### src/rtl/pixel_writer.sv
// pixel_writer: captures one frame of streamed pixels into a frame buffer in raster order,
// one write per accepted pixel with a single cycle of latency.
module pixel_writer #(
    parameter int IMG_WIDTH  = 220,
    parameter int IMG_HEIGHT = 220,
    parameter int ADDR_WIDTH = 16,
    parameter int DATA_WIDTH = 8
) (
    input  logic                  clk,
    input  logic                  rstn,
    input  logic                  start,
    input  logic                  in_valid,
    input  logic [DATA_WIDTH-1:0] in_data,
    output logic                  in_ready,
    output logic                  we,
    output logic [ADDR_WIDTH-1:0] waddr,
    output logic [DATA_WIDTH-1:0] wdata,
    output logic [15:0]           col,
    output logic [15:0]           row,
    output logic                  busy,
    output logic                  done,
    output logic                  overflow
);
    localparam int TOTAL = IMG_WIDTH * IMG_HEIGHT;

    typedef enum logic [1:0] {IDLE, RUN, FIN} state_t;

    state_t                state;
    logic [ADDR_WIDTH-1:0] cnt;
    logic                  accept;
    logic                  last;

    assign in_ready = state == RUN;
    assign busy     = state == RUN;
    assign accept   = in_valid && in_ready;
    assign last     = cnt == ADDR_WIDTH'(TOTAL - 1);

    always_ff @(posedge clk) begin
        if (!rstn) begin
            state    <= IDLE;
            cnt      <= '0;
            col      <= '0;
            row      <= '0;
            we       <= 1'b0;
            waddr    <= '0;
            wdata    <= '0;
            done     <= 1'b0;
            overflow <= 1'b0;
        end else begin
            we   <= accept;
            done <= accept && last;
            if (accept) begin
                waddr <= cnt;
                wdata <= in_data;
                cnt   <= cnt + ADDR_WIDTH'(1);
            end
            // a pixel offered while not ready is dropped; flagging it wins over a clearing start
            if (in_valid && !in_ready)
                overflow <= 1'b1;
            else if (state == IDLE && start)
                overflow <= 1'b0;
            case (state)
                IDLE: if (start) begin
                    state <= RUN;
                    cnt   <= '0;
                    col   <= '0;
                    row   <= '0;
                end
                RUN: if (accept) begin
                    if (last) begin
                        state <= FIN;
                        col   <= '0;
                        row   <= '0;
                    end else if (col == 16'(IMG_WIDTH - 1)) begin
                        col <= '0;
                        row <= row + 16'd1;
                    end else begin
                        col <= col + 16'd1;
                    end
                end
                FIN:     state <= IDLE;
                default: state <= IDLE;
            endcase
        end
    end
endmodule

### config.mk
export PLATFORM = sky130hd
export DESIGN_NAME = pixel_writer
export DESIGN_NICKNAME = d
export VERILOG_FILES = /design/src/rtl/pixel_writer.sv
export SDC_FILE = /design/constraint.sdc
export NUM_CORES = 1
export LEC_CHECK = 0
export CAP_MARGIN = 20
export CORE_UTILIZATION = 45
export DETAILED_ROUTE_END_ITERATION = 7
export PLACE_DENSITY = 0.84
export REMOVE_ABC_BUFFERS = 1
export SLEW_MARGIN = 20
export SYNTH_ARGS = -nofsm -noshare
export SYNTH_HDL_FRONTEND = slang
export SYNTH_SLANG_ARGS = --single-unit
### constraint.sdc
create_clock -name clk -period 2.54 [get_ports clk]
set_clock_uncertainty 0.2 [all_clocks]
set_input_delay 0.635 -clock clk [delete_from_list [all_inputs] [get_ports clk]]
set_output_delay 0.635 -clock clk [all_outputs]
set_load 0.01 [all_outputs]
### Yosys cells after proc, flatten, opt, wreduce, memory -nomap -nowiden

Index checks and enable logic that the tools add are counted.

| storage, ports and cells | value |
|---|---|
| output and inout port bits | 61 |
| bits of input ports | 12 |
| logic and storage cells | 48 |
| bits in registers | 77 |

| operators by class | value |
|---|---|
| eq/ne operators | 7 |
| reduce and logical (&&, ||, !) cells | 11 |
| multiplexer cells | 18 |
| $add $sub $neg | 3 |

Operator list:

| cell | number |
|---|---|
| 16-bit 2-to-1 mux | 10 |
| 16-bit case mux with 2 select lines | 2 |
| 16-bit by 1-bit adder with 16-bit output (second input constant) | 3 |
| 16-bit equality test (second input constant) | 1 |
| 16-bit by 8-bit equality test with 1-bit output (second input constant) | 1 |
| 2-bit 2-to-1 mux | 3 |
| 3-bit AND reduction | 2 |
| 1-bit logical AND | 4 |
| 2-bit by 1-bit inequality test with 1-bit output (second input constant) | 2 |
| 2-bit case mux with 2 select lines | 1 |
| 4-bit AND reduction | 1 |
| 2-bit nonzero test | 2 |
| 3-bit by 1-bit inequality test with 1-bit output (second input constant) | 1 |
| 2-bit by 1-bit equality test with 1-bit output (second input constant) | 1 |
| 2-bit zero test | 1 |
| 1-bit 2-to-1 mux | 2 |
| 2-bit inequality test (second input constant) | 1 |
| 1-bit zero test | 1 |

### Depth between registers and ports, before layout

| logic depth | value |
|---|---|
| depth after elaboration | 5 |
| gate-level depth with buffers | 8 |
| gate-level depth less buffers | 6 |

### Worst setup path after synthesis

Ideal clock, no wire load.

| timing path | value |
|---|---|
| path type | register to register |
| from | reg cnt[9] |
| to | reg col[9] |
| arrival | 2.084 ns |
| library setup time | 0.115 ns |
| period minus slack after synthesis | 2.399 ns |
| cell stages (with the launch flop) | 8 |
| path buffers | 2 |
| required time | 2.225 ns |
| slack | 0.141 ns |
| cells stage by stage | dfxtp_1 or4b_4 or4_4 a31oi_4 nand2b_1 buf_6 buf_8 nor2_1 |

| on the way | value |
|---|---|
| longest elaborated chain between the ends | 4 |

RTL lines:

| element | line | text |
|---|---|---|
| start, declared | 29 | `logic [ADDR_WIDTH-1:0] cnt;` |
| start signal, assigned | 55 | `cnt <= cnt + ADDR_WIDTH'(1);` |
| 16-bit equality test | 36 | `assign last = cnt == ADDR_WIDTH'(TOTAL - 1);` |
| 16-bit 2-to-1 mux | 70 | `if (last) begin` |
| 16-bit 2-to-1 mux | 69 | `RUN: if (accept) begin` |
| 16-bit case mux with 2 select lines | 62 | `case (state)` |
| end signal, assigned | 78 | `col <= col + 16'd1;` |
| end, declared | 18 | `output logic [15:0] col,` |

Every way passes these cells. The select of a mux whose other input is x is not followed.
A chain may end at the register's enable or synchronous reset.

### Final worst setup path

| timing path | value |
|---|---|
| from | reg cnt[14] |
| to | reg row[9] |

| on the way | value |
|---|---|
| longest elaborated chain between the ends | 4 |
| elaborated cells between the ends (all ways) | 6 |
| classes of those cells | 2 x eq/ne; 3 x mux; 1 x reduce/logical |

RTL lines:

| element | line | text |
|---|---|---|
| 16-bit equality test (*) | 36 |  |
| 16-bit 2-to-1 mux | 70 |  |
| 16-bit 2-to-1 mux | 69 |  |
| 16-bit case mux with 2 select lines | 62 |  |
| end signal, assigned | 76 | `row <= row + 16'd1;` |
| end, declared | 19 | `output logic [15:0] row,` |

Every way passes the cells marked *; elsewhere a longest branch is shown, timed or not. The select of a mux whose other input is x is not followed.

==> reports/results.tsv <==
metric	value	unit
grt_max_degree	29	
post_drt_wl_per_cell	14.0	um
worst_slew_pin_slew	0.421	ns
io_pins	73	
syn-cell-area	0.00336	sq mm
yosys_most_used_dff	dfxtp_1	
clk_pin_slew	0.08	ns
grt_pass1_vias	3116	
synth_edf_count	0	
firstDrtPassIters	4	
post-cts-setup-buffers	0	
path_class	flip-flop to flip-flop	
row_count	31	
worstPathMaxFanout	8	
min_period	2.46	ns
yosys-top-cells-count	nand2_1, dfxtp_1, a21oi_1	
die_h	88.4	um
peakVddDrop	290	uV
status	complete, no violations	
dieArea	0.00782	sq mm
final_area	0.00449	sq mm
crit_chain	or4b_4 > or4_4 > a31oi_4 > buf_6 > a41oi_1 > nor3b_1	
gp_congestion	0.887	
fp.dieW	88.4	um
clock_latency	0.34	ns
avgSynthCellArea	8.21	sq um
synth_warnings	0	
cap_violations	0	
wirelength	8320	um
cts_root_buf	clkbuf_8	
viasPerCell	5.50	
synth_cells	409	
placed_cell_area	0.00427	sq mm
worstPathRequired	2.60	ns
track_usage	22.8	%
synth_seq_area_share	45.9	%
synth_top_cell_by_area	dfxtp_1	
drc	0	
start_kind	flip-flop	
cp_slowest_stage_delay	0.58	ns
finalHoldViolCount	0	
place_inst	581	
antenna_cells	0	
power_density	544	mW/mm^2
setup_viol	0	
antenna_found_initial	0	
dpl_worst_slack	-0.0236	ns
async_flop_share	0	%
postRouteAntennaNets	0	
critPathCaptureType	flip-flop	
crit_path_top_delay_cell	or4_4	
seqCellArea	0.00154	sq mm
area_delta_synth_final	33.7	%
num-fill-cells	652	
dr_total_vias	3277	
p_leak	1.50	nW
drive_gt1_share	8.25	%
ys_top_cells_by_area	dfxtp_1, nand2_1, a21oi_1, xor2_1, nor2_1	
finalCritPeriodShare	97.0	%
cts_htree_levels	3	
timing.fmax	406	MHz
core-area	0.00725	sq mm
dpl.hpwl	5870	um
rsz0062_at_grt	false	
drv_slew	0	
final_nets	508	
synth-seq-cells	77	
timing.final.ws_setup	0.0774	ns
tns	0	ns
worstHoldPathType	flip-flop to flip-flop	
finalNonFillerCells	596	
yosysMostFrequentCell	nand2_1	
clockBufferDepth	2	
multi_input_area	0.00170	sq mm
initial_utilization	46.3	%
cts_made_buffers	9	
grt_pass1_wl	13900	um
arrival	2.53	ns
slew_headroom	71.7	%
cts_tree	done	
drt_iter0_drc	226	
clock_sinks	77	
io_buffers	72	
yosysTopAreaCellShare	45.9	%
ys_types	44	
grt-ovfl-total	0	
## per-stage QoR
| stage | total power [W] | hold WS, ns | utilization [%] |
|---|---|---|---|
| after global placement | 0.00145 | 0.241 | 58.9 |
| after CTS | 0.00246 | 0.258 | 61.8 |
| after floorplan | 0.00135 | 0.253 | - |
| after detailed placement | 0.00146 | 0.247 | 58.9 |
| after global routing | 0.00253 | 0.278 | 61.9 |
| final | 0.00244 | 0.256 | 61.9 |
## critical path: cells and delay by family, from the launching register on
kind	cells	cell delay, ns
and+or+nand+nor	3	1.34
AOI/OAI and AO/OA	2	0.32
DFF	1	0.36
buffers and inverters	1	0.15
## per-layer routing
layer  up-vias  GRT usage, %  wire length (um)
met5         -             0                 0
met4         0          9.97                98
met3         9          4.85               482
met2       119          39.8              4240
met1      1539          27.0              3500
li1       1610             -                 -
## where the power goes
group          switching [W]  internal (W)
sequential         0.0000120       0.00122
combinational       0.000111     0.0000891
clock               0.000442      0.000570
total               0.000565       0.00188
## cells in the final DEF, fill, tap and decap left out, drive strengths merged, types with 5 or more instances in the layout
master / n
buf: 20
o21ai: 10
inv: 5
clkbuf: 10
clkdlybuf4s50: 72
nor4: 6
or4: 6
and3: 8
nand2: 82
dfxtp: 77
nor2: 34
nor3: 16
a21oi: 42
nand4: 19
nand3: 15
xnor2: 12
xor2: 15
## path summary, 6_finish.rpt
| check | from | end | slack [ns] | cells after the start |
|---|---|---|---|---|
| setup reg to reg | cnt[14] | row[9] | 0.08 | 6 |
| hold reg to reg | wdata[2] | wdata[2] | 0.26 | 2 |
| setup / recovery | cnt[14] | row[9] | 0.08 | 6 |
| hold / removal | wdata[2] | wdata[2] | 0.26 | 2 |
## layout make-up
type,instances,share of cell area (%)
clock inverter,5,1.67
multi-input combinational,307,37.9
sequential,77,34.3
tap,99,2.76
inverter,6,0.501
clock buffer,10,3.06
timing repair buffer,92,19.7
## sequential cells by signal, summed over array words and instances (netlist names)
signal and count:
cnt 16, col 16, done 1, overflow 1, row 16, state 2, waddr 16, wdata 8
we 1
## repair_timing
action                     in CTS  in global routing
hold buffers                    0                  0
resized for setup               0                  3
setup endpoints to repair       0                  4
## logic make-up after synthesis
family                   after synthesis  synth area share [%]
XOR/XNOR                              27                  7.04
flip-flops                            77                  45.9
adder cells (fa/ha/maj)                3                  1.12
AND/OR/NAND/NOR                      206                  29.9
buffers and inverters                 25                  3.46
AO/OA/AOI/OAI                         71                  12.6
No activity file was read; power rests on OpenSTA's default activity.
